==> src/rtl/pc_return_stack.sv <==
// Program counter with call/return LIFO: turns control-unit strobes into the fetch address.
// Latency: a strobe in cycle N shows its new pc/sp in cycle N+1; a pushed entry can be popped in cycle N+1.
// No backpressure: one action per cycle, and lower-priority strobes in the same cycle are dropped.
module pc_return_stack #(
    parameter int unsigned ADDR_W       = 10,
    parameter int unsigned STACK_DEPTH  = 8,
    parameter int unsigned RESET_VECTOR = 0,
    localparam int unsigned SP_W        = $clog2(STACK_DEPTH + 1)
) (
    input  logic              clk,
    input  logic              reset,
    input  logic              start,
    input  logic              step,
    input  logic              branch,
    input  logic              call,
    input  logic              ret,
    input  logic              stall,
    input  logic              halt,
    input  logic [ADDR_W-1:0] target,
    output logic [ADDR_W-1:0] pc,
    output logic              running,
    output logic [SP_W-1:0]   sp,
    output logic              fault,
    output logic [1:0]        fault_code
);

    localparam int unsigned IDX_W = (STACK_DEPTH > 1) ? $clog2(STACK_DEPTH) : 1;
    localparam logic [ADDR_W-1:0] RV   = ADDR_W'(RESET_VECTOR);
    localparam logic [SP_W-1:0]   FULL = SP_W'(STACK_DEPTH);
    localparam logic [1:0] CODE_NONE  = 2'b00;
    localparam logic [1:0] CODE_OVER  = 2'b01;
    localparam logic [1:0] CODE_UNDER = 2'b10;

    typedef enum logic [1:0] {
        ST_IDLE   = 2'd0,
        ST_RUN    = 2'd1,
        ST_HALTED = 2'd2,
        ST_FAULT  = 2'd3
    } state_t;

    state_t            state;
    logic [ADDR_W-1:0] stack [STACK_DEPTH];
    logic [ADDR_W-1:0] pc_inc;
    logic [SP_W-1:0]   sp_dec;
    logic [IDX_W-1:0]  push_idx;
    logic [IDX_W-1:0]  pop_idx;
    logic              act_ret;
    logic              act_call;
    logic              push_en;

    // Resolve the strobe priority once so the FSM and the stack write agree.
    always_comb begin
        pc_inc   = pc + ADDR_W'(1);
        sp_dec   = sp - SP_W'(1);
        push_idx = sp[IDX_W-1:0];
        pop_idx  = sp_dec[IDX_W-1:0];
        act_ret  = (state == ST_RUN) && !stall && !halt && ret;
        act_call = (state == ST_RUN) && !stall && !halt && !ret && call;
        push_en  = act_call && (sp != FULL);
    end

    // Return-address storage; contents are don't-care after reset, so it has no reset.
    always_ff @(posedge clk) begin
        if (push_en) begin
            stack[push_idx] <= pc_inc;
        end
    end

    // Control FSM with registered pc, sp and status outputs.
    always_ff @(posedge clk or posedge reset) begin
        if (reset) begin
            state      <= ST_IDLE;
            pc         <= RV;
            sp         <= '0;
            running    <= 1'b0;
            fault      <= 1'b0;
            fault_code <= CODE_NONE;
        end else begin
            case (state)
                ST_IDLE: begin
                    if (start) begin
                        state   <= ST_RUN;
                        running <= 1'b1;
                    end
                end
                ST_RUN: begin
                    if (stall) begin
                        // freeze everything for this cycle
                    end else if (halt) begin
                        state   <= ST_HALTED;
                        running <= 1'b0;
                    end else if (act_ret) begin
                        if (sp == '0) begin
                            state      <= ST_FAULT;
                            running    <= 1'b0;
                            fault      <= 1'b1;
                            fault_code <= CODE_UNDER;
                        end else begin
                            pc <= stack[pop_idx];
                            sp <= sp_dec;
                        end
                    end else if (act_call) begin
                        if (sp == FULL) begin
                            state      <= ST_FAULT;
                            running    <= 1'b0;
                            fault      <= 1'b1;
                            fault_code <= CODE_OVER;
                        end else begin
                            pc <= target;
                            sp <= sp + SP_W'(1);
                        end
                    end else if (branch) begin
                        pc <= target;
                    end else if (step) begin
                        pc <= pc_inc;
                    end
                end
                ST_HALTED: begin
                    // Restart begins a fresh program: empty stack, pc back to the vector.
                    if (start) begin
                        state   <= ST_RUN;
                        running <= 1'b1;
                        pc      <= RV;
                        sp      <= '0;
                    end
                end
                ST_FAULT: begin
                    // Frozen until reset.
                end
                default: begin
                    state   <= ST_IDLE;
                    running <= 1'b0;
                end
            endcase
        end
    end

endmodule
==> config.mk <==
export PLATFORM = sky130hd
export DESIGN_NAME = pc_return_stack
export DESIGN_NICKNAME = d
export VERILOG_FILES = /design/src/rtl/pc_return_stack.sv
export SDC_FILE = /design/constraint.sdc
export NUM_CORES = 1
export LEC_CHECK = 0
export ABC_AREA = 1
export CORE_MARGIN = 5
export CORE_UTILIZATION = 35
export CTS_BUF_LIST = sky130_fd_sc_hd__clkbuf_2
export CTS_CLUSTER_DIAMETER = 200
export CTS_CLUSTER_SIZE = 10
export DETAILED_ROUTE_END_ITERATION = 7
export PLACE_DENSITY = 0.6
export SLEW_MARGIN = 10
export SYNTH_ARGS = -nofsm -noshare
export SYNTH_HDL_FRONTEND = slang
export SYNTH_SLANG_ARGS = --single-unit
==> constraint.sdc <==
create_clock -name clk -period 6.4 [get_ports clk]
set_clock_uncertainty 0.2 [all_clocks]
set_input_delay 1.28 -clock clk [delete_from_list [all_inputs] [get_ports clk]]
set_output_delay 1.28 -clock clk [all_outputs]
set_load 0.01 [all_outputs]
==> results.cfg, run 1 <==
[final_layout]
drive_above_1_share_pct = 7.037
final_cell_area_um2 = 5390
syn_to_final_growth_pct = 13.16
final_cells = 717
finish.utilization_pct = 40.54
layout.nets = 560

[synthesis]
yosysSeqAreaShare_pct = 60.94
synth_nets = 529
synth_area_per_cell_um2 = 9.451
yosysWarnings = 0
synth_seq_cells = 100
netlist_area_um2 = 4763
netlist_instances = 504
synth_cell_types = 30

[worst_setup_path]
crit_end = pc[5]
path_max_fanout = 47
path_cells = buf_4 > inv_2 > ha_1 > inv_1 > nand3_1 > nand2_1 > nand2_1 > nand2_1 > a21oi_1 > nand2_1 > nand2_1
crit_start = sp[0]
crit_arrival_ns = 4.25
path_buf_inv = 3
rr_worst_depth = 11
required_ns = 6.76
critPathCaptureType = flop
crit_type = flop to flop
cp_num_cells = 11
r2r-end = pc[5]
critPathLaunchType = flop
rr_startpoint = sp[0]
reg2reg_setup_slack_ns = 2.52
slowest_stage = ha_1
cp_slowest_stage_delay_ns = 0.98
cpMostUsedCell = nand2_1
critPathTopFamily = buffers and inverters

[outcome]
run_status = finished, final reports clean

[timing]
drv_slew = 0
setup_ws_ns = 2.517
rsz0062_at_grt = no
min_period_over_period_pct = 60.66
holdWs_ns = 0.3035
tns_ns = 0
worst_pin_slew_ns = 1.105
slew_headroom_pct = 26.07
hold_viol_final = 0
clock.fmax_mhz = 257.6
setup_viol = 0
layout_min_cycle_time_ns = 3.883

[grt]
grt_max_degree = 48
grt_pass1_wl_mm = 18.79
grt-ovfl-total = 0
antenna_found_initial = 1
grt_pass1_vias = 3422
grt_usage_pct = 15.20

[power_and_ir_drop]
ir_worst_vdd_v = 0.0001443
power_density_nw_per_um2 = 441.2
fin_total_pwr_mw = 2.378
p_leak_nw = 2.187

[routing]
vias = 3595
avgRoutedWirePerCell_um = 17.06
detail_route.iter0.violations = 328
ant_nets = 0
firstDrtPassIters = 8
wl_mm = 12.23
avgViaCountPerCell = 5.014
drc = 0

[clock_tree]
root_buffer = clkbuf_2
post_cts_resized = 0
post_cts_buffers = 0
cts_htree_levels = 3
clkTransAtPathRegs_ns = 0.27
clk_latency_ns = 0.59
cts_tree = yes
clockBufferDepth = 2
cts-buffers-inserted = 9
cts_hold_buf = 0
numClockSinks = 100

[placed_design]
dp_cells = 700
place_area_um2 = 5278
portBuffers = 36
dp_slack_ns = 2.501
dp_hpwl_mm = 8.094
place.gp.congestion = 0.8622

[floorplanning]
fp.dieW_um = 126.7
coreArea_um2 = 13300
initial_core_util_pct = 35.83
die_y_um = 126.7
die_area_um2 = 16040
placementRows = 42
ios = 37

[min_path]
hold_depth = 1
min_path_type = flop to flop

[flow_run]
cap_violations = 0
## cells in the mapped netlist
cell	n	area, um^2
a211oi_1	1	7.510
a211oi_2	1	12.51
a21oi_1	20	100.1
a21oi_2	1	8.760
and2_1	1	6.260
buf_1	1	3.750
buf_2	9	45.04
buf_4	4	30.03
clkbuf_1	6	22.52
dfrtp_1	20	500.5
edfxtp_1	80	2402
ha_1	6	75.07
inv_1	29	108.9
inv_2	6	22.52
nand2_1	183	686.9
nand3_1	77	385.4
nand3_2	1	10.01
nand4_1	5	31.28
nor2_1	26	97.59
nor2_2	2	12.51
nor2_4	2	22.52
nor2_8	1	20.02
nor3_1	4	20.02
o211ai_2	1	12.51
o21ai_0	9	45.04
o21bai_1	1	7.510
or2_2	1	6.260
xnor2_1	1	8.760
xnor2_2	1	16.27
xor2_1	4	35.03
## placed cells by master (no fill, tap or decap), types with 9 or more instances in the layout
master           synthesis  routed
clkdlybuf4s50_1          0      36
o21ai_0                  9       9
inv_1                   29      29
edfxtp_1                80      80
nor2_1                  26      26
a21oi_1                 20      20
dfrtp_1                 20      20
nand2_1                183     183
nand3_1                 77      77
clkbuf_2                 0      12
## final cells by class
cell class              count  area (um^2)
fillers                  1293         7905
flip-flops and latches    100         2903
multi-input cells         349         1633
repair buffers             40        390.4
well taps                 176        220.2
inverters                  35        131.4
clock buffers              12        60.06
clock inverters             4        50.05
diodes                      1        2.502
## routing by layer
layer	vias up	part of all wire (%)	wire, um	track usage, %
met5	-	0	0	0
met4	0	2.4	299	5.931
met3	22	7.0	858	3.615
met2	142	45	5494	22.70
met1	1688	46	5580	21.42
li1	1743	-	-	-
## how the worst min path moves through the flow
stage	endpoint	slack, ns	start
2_1_floorplan	state[1]	0.27	state[1]
3_3_place_gp	fault	0.25	fault
3_5_place_dp	fault	0.26	fault
4_1_cts	fault	0.31	fault
5_1_grt	running	0.35	running
6_report	fault	0.30	fault
## state kept, by name (all words and copies together), names as in the netlist
signal / count
stack: 80
pc: 10
sp: 4
fault_code: 2
state: 2
fault: 1
running: 1
## power by group
group | switching, mW | internal [mW] | total (mW)
Clock | 0.206 | 0.0938 | 0.300
Sequential | 0.0818 | 0.840 | 0.922
Combinational | 0.788 | 0.368 | 1.16
## worst reg2reg max path, delay by kind of cell (launching register included)
kind | cells | cell delay (ns)
AOI/OAI and AO/OA | 1 | 0.12
and+or+nand+nor | 6 | 0.67
buffers and inverters | 3 | 1.51
adders and majority gates | 1 | 0.99
DFF | 1 | 0.38
## cell families (layout without fill, tap and decap cells)
kind of cell | Yosys count | in the layout | synth area share, %
and+or+nand+nor | 303 | 303 | 27.27
DFF | 100 | 100 | 60.94
buffers and inverters | 55 | 91 | 4.885
AOI/OAI and AO/OA | 34 | 34 | 4.072
adders and majority gates | 6 | 6 | 1.576
xor gates and xnor gates | 6 | 6 | 1.261
other | 0 | 1 | 0
(Power assumes the default switching activity.)
==> run 2, diff against run 1 <==
--- a/config.mk
+++ b/config.mk
@@ -12,7 +12,7 @@
 export CTS_CLUSTER_DIAMETER = 200
 export CTS_CLUSTER_SIZE = 10
 export DETAILED_ROUTE_END_ITERATION = 7
-export PLACE_DENSITY = 0.6
+export PLACE_DENSITY = 0.62
 export SLEW_MARGIN = 10
 export SYNTH_ARGS = -nofsm -noshare
 export SYNTH_HDL_FRONTEND = slang
==> constraint.sdc (replaced) <==
create_clock -name clk -period 3.44 [get_ports clk]
set_clock_uncertainty 0.2 [all_clocks]
set_input_delay 0.688 -clock clk [delete_from_list [all_inputs] [get_ports clk]]
set_output_delay 0.688 -clock clk [all_outputs]
set_load 0.01 [all_outputs]
==> results.cfg, run 2 (synthesized netlist as in run 1, its figures left out) <==
[final_layout]
top_register = stack
syn_to_final_growth_pct = 14.63
multi_input_area_um2 = 1628
finish.utilization_pct = 41.07
fillers = 1309
drive_above_1_share_pct = 8.348
layout_common_cells = 183 x nand2_1, 80 x edfxtp_1, 77 x nand3_1
layout.nets = 571
antenna_cells = 0
largest_register_ffs = 80
regArea_um2 = 2903
top_regs = stack x80, pc x10, sp x4
final_common_cell = nand2_1

[timing]
worst_pin_slew_ns = 0.8375
hold_viol_final = 0
setup_viol = 0
layout_min_cycle_time_ns = 2.933
drv_slew = 0
slew_headroom_pct = 44.10
rsz0062_at_grt = no
tns_ns = 0
min_period_over_period_pct = 85.26
clock.fmax_mhz = 341.0

[clock_tree]
post_cts_resized = 0
cts_hold_buf = 0
clockBufferDepth = 2
clk_latency_ns = 0.57
post_cts_buffers = 0
root_buffer = clkbuf_2
numClockSinks = 100
cts_tree = yes
cts_htree_levels = 3
cts-buffers-inserted = 9
clkTransAtPathRegs_ns = 0.24

[floorplanning]
placementRows = 42
initial_core_util_pct = 35.83
die_area_um2 = 16040
die_y_um = 126.7
fp.dieW_um = 126.7
coreArea_um2 = 13300
ios = 37

[worst_setup_path]
crit_arrival_ns = 2.04
path_cells = buf_4 > clkdlybuf4s50_1
slowest_stage = clkdlybuf4s50_1
rr_worst_depth = 10
cp_slowest_stage_delay_ns = 0.63
path_max_fanout = 46
reg2reg_setup_slack_ns = 0.76
critPathCaptureType = output port
crit_type = flop to output port
required_ns = 2.55
r2r-end = pc[4]
critPathLaunchType = flop
rr_startpoint = sp[1]

[power_and_ir_drop]
ir_worst_vdd_v = 0.0004422
power_density_nw_per_um2 = 797.2
p_comb_share_pct = 48.1
switchingPower_mw = 1.928
p_sw_share_pct = 44.30
p_leak_nw = 2.243
clock_power_share_pct = 12.3
cellInternalPower_mw = 2.425
power_frac_seq_pct = 39.6

[placed_design]
portBuffers = 36
dp_hpwl_mm = 8.164
place.gp.congestion = 0.8542

[routing]
avgRoutedWirePerCell_um = 16.43
drc = 0
wl_mm = 11.94
detail_route.iter0.violations = 277
firstDrtPassIters = 5
avgViaCountPerCell = 5.003
ant_nets = 0
vias = 3637

[min_path]
min_path_type = flop to flop
holdPathEnd = fault
hold_depth = 1
worstHoldStart = fault

[flow_run]
cap_violations = 0

[grt]
grt_max_degree = 47
grt_usage_pct = 15.14
antenna_found_initial = 0
grt_pass1_vias = 3556
grt-ovfl-total = 0
grt_pass1_wl_mm = 18.95

[outcome]
run_status = finished, final reports clean
==> run 2: power by group through the flow <==
stage | clock network, mW | logic, mW | registers (mW)
floorplan | 0 | 1.42 | 1.73
global placement | 0 | 2.07 | 1.74
detailed placement | 0 | 2.10 | 1.75
CTS | 0.555 | 2.11 | 1.72
global route | 0.601 | 2.35 | 1.74
finish | 0.537 | 2.09 | 1.72
==> run 2: routing by layer <==
| metal | GRT usage [%] | wire, um |
|---|---|---|
| met3 | 3.825 | 750 |
| met2 | 24.81 | 5843 |
| met5 | 0 | 0 |
| met1 | 19.84 | 5173 |
| met4 | 4.606 | 175 |
==> run 2: final cells by class <==
cell class / instances / share of cell area, %
clock buffer: 10 / 0.9166
clock inverter: 6 / 1.008
inverter: 35 / 2.406
multi-input combinational: 349 / 29.81
sequential: 100 / 53.16
tap: 176 / 4.033
timing repair buffer: 51 / 8.662
==> run 2: metrics by stage <==
stage / power (mW) / hold slack [ns] / cells / worst slack [ns] / area [um^2]
after CTS: 4.387 / 0.3162 / 727 / 0.4212 / 5460
after global placement: 3.814 / 0.2595 / 711 / 0.5998 / 5355
after floorplan: 3.153 / 0.2675 / 504 / 0.6568 / 4763
after global routing: 4.691 / 0.3236 / 727 / 0.3584 / 5460
final: 4.353 / 0.3138 / 727 / 0.5070 / 5460
after detailed placement: 3.852 / 0.2661 / 711 / 0.6077 / 5355
==> run 2: worst max-delay path: cells and delay by family, from the launching register on <==
kind	cells	cell delay, ns
buf+inv	2	1.06
flops	1	0.42
==> run 2: worst max path at each step <==
| stage | startpoint | to | slack [ns] | cells after the start |
|---|---|---|---|---|
| floorplan | sp[0] | stack[4][0] | 0.66 | 9 |
| global placement | halt | stack[6][0] | 0.60 | 7 |
| detailed placement | halt | stack[6][8] | 0.61 | 7 |
| CTS | sp[0] | sp[0] | 0.42 | 2 |
| global route | sp[0] | sp[0] | 0.36 | 2 |
| finish | sp[0] | sp[0] | 0.51 | 2 |
